`config.mk`:
```
export PLATFORM = sky130hd
export DESIGN_NAME = i2c_slave
export DESIGN_NICKNAME = d
export VERILOG_FILES = /design/src/rtl/i2c_slave.sv
export SDC_FILE = /design/constraint.sdc
export NUM_CORES = 1
export LEC_CHECK = 0
export ABC_AREA = 1
export CAP_MARGIN = 40
export CORE_ASPECT_RATIO = 1.2
export CORE_MARGIN = 2
export CORE_UTILIZATION = 55
export DETAILED_ROUTE_END_ITERATION = 8
export PLACE_DENSITY = 0.81
export SETUP_SLACK_MARGIN = 0.3
export SKIP_LAST_GASP = 1
export SLEW_MARGIN = 20
export SYNTH_ARGS = -nofsm -noshare
export SYNTH_HDL_FRONTEND = slang
export SYNTH_SLANG_ARGS = --single-unit
```
`constraint.sdc`:
```
create_clock -name sys_clk -period 1.8 [get_ports sys_clk]
set_clock_uncertainty 0.1 [all_clocks]
set_input_delay 0.27 -clock sys_clk [delete_from_list [all_inputs] [get_ports sys_clk]]
set_output_delay 0.27 -clock sys_clk [all_outputs]
set_load 0.05 [all_outputs]
```
`src/rtl/i2c_slave.sv`:
```
// I2C register-access slave: 7-bit address, 8-bit register pointer with auto-increment,
// oversampled from sys_clk (no clock stretching, SDA open-drain via sda_oe).
`timescale 1ns/1ps
module i2c_slave #(
    parameter logic [6:0] SLAVE_ADDR = 7'h7A
) (
    input  logic       sys_clk,
    input  logic       rst,
    input  logic       scl,
    input  logic       sda_i,
    output logic       sda_oe,
    output logic [7:0] reg_addr,
    output logic [7:0] reg_wdata,
    output logic       reg_we,
    output logic       reg_re,
    input  logic [7:0] reg_rdata,
    output logic       busy
);

    localparam int unsigned STATE_W = 4;
    localparam int unsigned CNT_W   = 4;

    localparam logic [STATE_W-1:0] IDLE      = 4'd0;
    localparam logic [STATE_W-1:0] ADDR      = 4'd1;
    localparam logic [STATE_W-1:0] ADDR_ACK  = 4'd2;
    localparam logic [STATE_W-1:0] REG       = 4'd3;
    localparam logic [STATE_W-1:0] REG_ACK   = 4'd4;
    localparam logic [STATE_W-1:0] WDATA     = 4'd5;
    localparam logic [STATE_W-1:0] WDATA_ACK = 4'd6;
    localparam logic [STATE_W-1:0] RDATA     = 4'd7;
    localparam logic [STATE_W-1:0] RDATA_ACK = 4'd8;
    localparam logic [STATE_W-1:0] IGNORE    = 4'd9;

    logic scl_s1, scl_s2, scl_h;
    logic sda_s1, sda_s2, sda_h;

    logic [STATE_W-1:0] state_q, state_d;
    logic [CNT_W-1:0]   cnt_q, cnt_d;
    logic [7:0]         shift_q, shift_d;
    logic               rw_q, rw_d;
    logic               acked_q, acked_d;
    logic               sda_oe_d, busy_d, we_d, re_d;
    logic [7:0]         addr_d, wdata_d;

    logic scl_rise_c, scl_fall_c, start_c, stop_c;

    // SDA edges only count as START/STOP while SCL is steadily high
    assign scl_rise_c = scl_s2 & ~scl_h;
    assign scl_fall_c = ~scl_s2 & scl_h;
    assign start_c    = scl_s2 & scl_h & sda_h & ~sda_s2;
    assign stop_c     = scl_s2 & scl_h & ~sda_h & sda_s2;

    always_comb begin
        state_d  = state_q;
        cnt_d    = cnt_q;
        shift_d  = shift_q;
        rw_d     = rw_q;
        acked_d  = acked_q;
        sda_oe_d = sda_oe;
        busy_d   = busy;
        addr_d   = reg_addr;
        wdata_d  = reg_wdata;
        we_d     = 1'b0;
        re_d     = 1'b0;

        if (stop_c) begin
            state_d  = IDLE;
            sda_oe_d = 1'b0;
            busy_d   = 1'b0;
        end else if (start_c) begin
            state_d  = ADDR;
            cnt_d    = '0;
            sda_oe_d = 1'b0;
        end else begin
            case (state_q)
                ADDR, REG, WDATA: begin
                    if (scl_rise_c && cnt_q < 4'd8) begin
                        shift_d = {shift_q[6:0], sda_s2};
                        cnt_d   = cnt_q + 4'd1;
                    end else if (scl_fall_c && cnt_q == 4'd8) begin
                        cnt_d = '0;
                        if (state_q == ADDR) begin
                            if (shift_q[7:1] == SLAVE_ADDR) begin
                                state_d  = ADDR_ACK;
                                sda_oe_d = 1'b1;
                                busy_d   = 1'b1;
                                rw_d     = shift_q[0];
                            end else begin
                                state_d = IGNORE;
                            end
                        end else if (state_q == REG) begin
                            state_d  = REG_ACK;
                            addr_d   = shift_q;
                            sda_oe_d = 1'b1;
                        end else begin
                            state_d  = WDATA_ACK;
                            we_d     = 1'b1;
                            wdata_d  = shift_q;
                            sda_oe_d = 1'b1;
                        end
                    end
                end
                ADDR_ACK: begin
                    if (scl_fall_c) begin
                        if (rw_q) begin
                            state_d  = RDATA;
                            re_d     = 1'b1;
                            shift_d  = reg_rdata;
                            sda_oe_d = ~reg_rdata[7];
                            cnt_d    = 4'd1;
                        end else begin
                            state_d  = REG;
                            sda_oe_d = 1'b0;
                            cnt_d    = '0;
                        end
                    end
                end
                REG_ACK, WDATA_ACK: begin
                    if (scl_fall_c) begin
                        state_d  = WDATA;
                        sda_oe_d = 1'b0;
                        cnt_d    = '0;
                        if (state_q == WDATA_ACK) begin
                            addr_d = reg_addr + 8'd1;
                        end
                    end
                end
                RDATA: begin
                    // cnt counts bits already placed on the bus
                    if (scl_fall_c) begin
                        if (cnt_q == 4'd8) begin
                            state_d  = RDATA_ACK;
                            sda_oe_d = 1'b0;
                            acked_d  = 1'b0;
                        end else begin
                            shift_d  = {shift_q[6:0], 1'b0};
                            sda_oe_d = ~shift_q[6];
                            cnt_d    = cnt_q + 4'd1;
                        end
                    end
                end
                RDATA_ACK: begin
                    if (scl_rise_c) begin
                        addr_d = reg_addr + 8'd1;
                        if (sda_s2) begin
                            state_d = IGNORE;
                        end else begin
                            acked_d = 1'b1;
                        end
                    end else if (scl_fall_c && acked_q) begin
                        state_d  = RDATA;
                        re_d     = 1'b1;
                        shift_d  = reg_rdata;
                        sda_oe_d = ~reg_rdata[7];
                        cnt_d    = 4'd1;
                    end
                end
                default: begin
                end
            endcase
        end
    end

    always_ff @(posedge sys_clk) begin
        if (rst) begin
            scl_s1    <= 1'b1;
            scl_s2    <= 1'b1;
            scl_h     <= 1'b1;
            sda_s1    <= 1'b1;
            sda_s2    <= 1'b1;
            sda_h     <= 1'b1;
            state_q   <= IDLE;
            cnt_q     <= '0;
            shift_q   <= '0;
            rw_q      <= 1'b0;
            acked_q   <= 1'b0;
            sda_oe    <= 1'b0;
            busy      <= 1'b0;
            reg_addr  <= '0;
            reg_wdata <= '0;
            reg_we    <= 1'b0;
            reg_re    <= 1'b0;
        end else begin
            scl_s1    <= scl;
            scl_s2    <= scl_s1;
            scl_h     <= scl_s2;
            sda_s1    <= sda_i;
            sda_s2    <= sda_s1;
            sda_h     <= sda_s2;
            state_q   <= state_d;
            cnt_q     <= cnt_d;
            shift_q   <= shift_d;
            rw_q      <= rw_d;
            acked_q   <= acked_d;
            sda_oe    <= sda_oe_d;
            busy      <= busy_d;
            reg_addr  <= addr_d;
            reg_wdata <= wdata_d;
            reg_we    <= we_d;
            reg_re    <= re_d;
        end
    end

endmodule

```
==> impl_metrics.py <==
metrics = {
    "yosys": {
        "area_share_of_xor_xnor_cells_in_the_synthesized_design_pct": 1.38,
        "synth_top_family_by_area": "simple AND/OR/NAND/NOR gates",
        "ys_async_sr_fraction_pct": 0,
        "synth_area_leader_cell": "sky130_fd_sc_hd__dfxtp_1",
        "netlist_top_cells_area": "sky130_fd_sc_hd__dfxtp_1, sky130_fd_sc_hd__nand2_1, sky130_fd_sc_hd__nor2_1, sky130_fd_sc_hd__o21ai_0, sky130_fd_sc_hd__a21oi_1",
        "yosys_most_used_dff": "sky130_fd_sc_hd__dfxtp_1",
        "synth_area_per_cell_sq_um": 6.42,
        "synth_sequential_area_ratio_pct": 34.7,
        "netlist_instances": 395,
        "synth_most_common_cell": "sky130_fd_sc_hd__nand2_1",
        "top_cells_by_count_synth": "sky130_fd_sc_hd__nand2_1, sky130_fd_sc_hd__nor2_1, sky130_fd_sc_hd__dfxtp_1",
        "muxShareOfSynthArea_pct": 0,
        "area_fraction_of_the_dominant_cell_type_after_synthesis_pct": 34.7,
        "synth-edff-count": 0,
        "yosys_warnings": 0,
        "post_synthesis_simple_gate_area_fraction_pct": 36.9,
        "synth-adder-area-share_pct": 1.48,
        "synth_compound_area_share_pct": 17.6,
        "synth.lib_cells_used.distinct": 35,
        "synthesis.area_sq_um": 2530,
        "ys_seq_elements": 44,
        "mappedNetlistNets": 410,
    },
    "global_routing": {
        "global_route.usage.total_pct": 33.2,
        "grt_pass1_wl_um": 13200,
        "grt-ovfl-total": 0,
        "grt_start_max_net_pins": 23,
        "first_global_vias": 2803,
        "initial_antenna_violation_count": 0,
    },
    "pwr": {
        "power_leakage_nw": 1.68,
        "ir_drop_v": 0.000848,
        "powerDensity_nw_per_um2": 1270,
    },
    "job": {
        "timing.max_cap.violations": 0,
    },
    "floorplan": {
        "rows": 27,
        "die-width_um": 66.0,
        "floorplan.initialDensity_pct": 56.0,
        "design.die.area_sq_um": 5170,
        "core_sq_um": 4530,
        "die-height_um": 78.4,
        "io_pins": 32,
    },
    "finish": {
        "finish.net_count": 495,
        "multiInputGateArea_sq_um": 1900,
        "area_occupied_by_registers_sq_um": 918,
        "nFillCells": 258,
        "area_growth_pct": 52.4,
        "layout.cells.non_filler": 539,
        "layout_cell_share_with_drive_strength_beyond_1_pct": 45.1,
        "number_of_inserted_diodes": 0,
        "finish.instance_area_sq_um": 3860,
    },
    "sta": {
        "post_layout_minimum_cycle_time_ns": 1.76,
        "post-route-period-util_pct": 97.8,
        "max_clock_freq_ghz": 0.568,
        "report.final.slew_viol_count": 0,
        "fin_worst_hold_slack_ns": 0.314,
        "final-setup-viol-count": 0,
        "tightestPinTransition_ns": 0.332,
        "worst_slew_margin_rel_pct": 77.8,
        "rsz0062_at_grt": "true",
        "finalHoldViolations": 0,
    },
    "cts": {
        "cts.sinks": 44,
        "tritoncts_clock_tree": "done",
        "ctsHtreeMaxLevel": 2,
        "cts_root_cell": "sky130_fd_sc_hd__clkbuf_8",
        "cts_inserted_buffers": 5,
        "clock_slew_at_the_register_clock_pins_of_the_worst_setup_and_hold_paths_ns": 0.09,
        "max-clock-path-buffers": 2,
        "worst_skew_pair.late_latency_ns": 0.30,
    },
    "detailed_routing": {
        "route.final.wire_length_um": 9190,
        "drc": 0,
        "wl_per_cell_um": 17.0,
        "detailedRoute.firstIterationViolations": 366,
        "route.vias.total": 3200,
        "drtAntennaViolNets": 0,
        "routed_via_density": 5.94,
        "drt_pass1_iterations": 8,
    },
    "status": {
        "status": "completed",
    },
    "setup_path": {
        "cp.required_ns": 1.91,
        "critPathMaxFanout": 5,
        "cp_data_arrival_time_ns": 1.87,
        "element_type_at_the_critical_path_start": "flop",
        "critical_path_class": "flop to flop",
        "end_kind": "flop",
    },
    "place": {
        "finalWeightedCongestion": 0.999,
        "post_dp_cell_area_sq_um": 3050,
        "port_buffers": 31,
        "placed_cells": 497,
        "place.detailed.hpwl_um": 5380,
    },
    "worst_hold_path": {
        "hold_path_class": "flop to flop",
    },
}
worst max-delay path, stage by stage (launching register included):
cell,delay (ns)
sky130_fd_sc_hd__dfxtp_2,0.35
sky130_fd_sc_hd__inv_4,0.08
sky130_fd_sc_hd__nand2_1,0.09
sky130_fd_sc_hd__nor2_4,0.17
sky130_fd_sc_hd__buf_6,0.15
sky130_fd_sc_hd__nor2_1,0.06
sky130_fd_sc_hd__nand2_1,0.13
sky130_fd_sc_hd__inv_1,0.07
sky130_fd_sc_hd__nor2_2,0.14
sky130_fd_sc_hd__nand3_2,0.16
sky130_fd_sc_hd__nand2_1,0.10
sky130_fd_sc_hd__a21oi_1,0.06
report_power, final:
group / leakage (nW) / switching, mW / internal, mW
Sequential: 0.365 / 0.221 / 1.16
Clock: 0.0414 / 0.362 / 0.277
Combinational: 1.27 / 1.79 / 1.10
Total: 1.68 / 2.38 / 2.53
final cells by class:
class / count / area share (%)
multi-input cells: 305 / 49.3
flip-flops and latches: 44 / 23.8
repair buffers: 83 / 17.8
inverters: 40 / 4.73
clock buffers: 6 / 1.88
well taps: 58 / 1.88
clock inverters: 2 / 0.421
repair inverters: 1 / 0.194
sequential cells by signal (all words and copies together), names as in the netlist, 4 cells and up:
name,cells
reg_wdata,8
cnt_q,4
state_q,4
shift_q,8
reg_addr,8
metrics by stage:
stage               setup slack (ns)  setup TNS, ns  utilization (%)  power (mW)
floorplan                      0.279              0                -        2.80
global placement              0.0394              0             67.3        3.31
detailed placement            0.0264              0             67.3        3.33
CTS                            0.184              0             80.3        4.49
global route                 -0.0329        -0.0637             85.4        5.19
finish                        0.0404              0             85.4        4.91
path summary, 6_finish.rpt:
kind | start | endpoint | slack (ns) | depth (start not counted)
max | sda_s2 | cnt_q[3] | 0.04 | 11
min | scl_s1 | scl_s2 | 0.31 | 1
max reg2reg | sda_s2 | cnt_q[3] | 0.04 | 11
min reg2reg | scl_s1 | scl_s2 | 0.31 | 1
cell families (layout without fill, tap and decap cells):
family	count (synthesis)	in the layout
compound gates	83	83
xor+xnor	4	4
fa+ha+maj	3	3
buf+inv	48	132
flops	44	44
simple gates	213	215
routing by layer:
layer,share of wire [%],track usage [%],wire (um),vias up
li1,-,-,-,1459
met1,36,38.8,3340,1463
met2,50,58.8,4580,198
met3,7.1,4.44,650,80
met4,6.7,15.7,614,0
met5,0,0,0,-
cells in the final DEF (no fill, tap or decap), types with 2 or more instances in the layout:
cell | synthesis | layout
sky130_fd_sc_hd__nand2_1 | 96 | 69
sky130_fd_sc_hd__buf_4 | 3 | 64
sky130_fd_sc_hd__nor2_1 | 56 | 35
sky130_fd_sc_hd__dfxtp_1 | 44 | 28
sky130_fd_sc_hd__a21oi_1 | 30 | 25
sky130_fd_sc_hd__o21ai_0 | 42 | 24
sky130_fd_sc_hd__nand2_2 | 8 | 23
sky130_fd_sc_hd__inv_1 | 31 | 22
sky130_fd_sc_hd__nor2_4 | 2 | 18
sky130_fd_sc_hd__nand3_1 | 24 | 17
sky130_fd_sc_hd__nand2_4 | 0 | 13
sky130_fd_sc_hd__nor2_2 | 6 | 11
sky130_fd_sc_hd__o21ai_2 | 1 | 11
sky130_fd_sc_hd__clkdlybuf4s50_1 | 0 | 11
sky130_fd_sc_hd__o21ai_1 | 3 | 9
sky130_fd_sc_hd__dfxtp_2 | 0 | 9
sky130_fd_sc_hd__inv_2 | 8 | 8
sky130_fd_sc_hd__nand3_2 | 2 | 7
sky130_fd_sc_hd__dfxtp_4 | 0 | 7
sky130_fd_sc_hd__buf_6 | 1 | 7
sky130_fd_sc_hd__inv_4 | 0 | 6
sky130_fd_sc_hd__or2_2 | 6 | 6
sky130_fd_sc_hd__a21oi_2 | 1 | 5
sky130_fd_sc_hd__clkbuf_8 | 0 | 5
sky130_fd_sc_hd__nor3_1 | 5 | 4
sky130_fd_sc_hd__nand4_1 | 4 | 4
sky130_fd_sc_hd__inv_6 | 0 | 2
sky130_fd_sc_hd__nand3b_1 | 2 | 2
sky130_fd_sc_hd__nand3_4 | 0 | 2
sky130_fd_sc_hd__a21oi_4 | 1 | 2
sky130_fd_sc_hd__o21ai_4 | 0 | 2
sky130_fd_sc_hd__xor2_1 | 2 | 2
sky130_fd_sc_hd__xnor2_1 | 2 | 2
sky130_fd_sc_hd__ha_1 | 3 | 2
sky130_fd_sc_hd__clkinvlp_4 | 0 | 2
repair_timing:
item,CTS,global route
resized for setup,100,55
setup endpoints to repair,36,36
cloned,3,0
hold buffers,0,0
pin swaps,37,22
buffers inserted,24,7
Power figures use the tool's default switching activity.
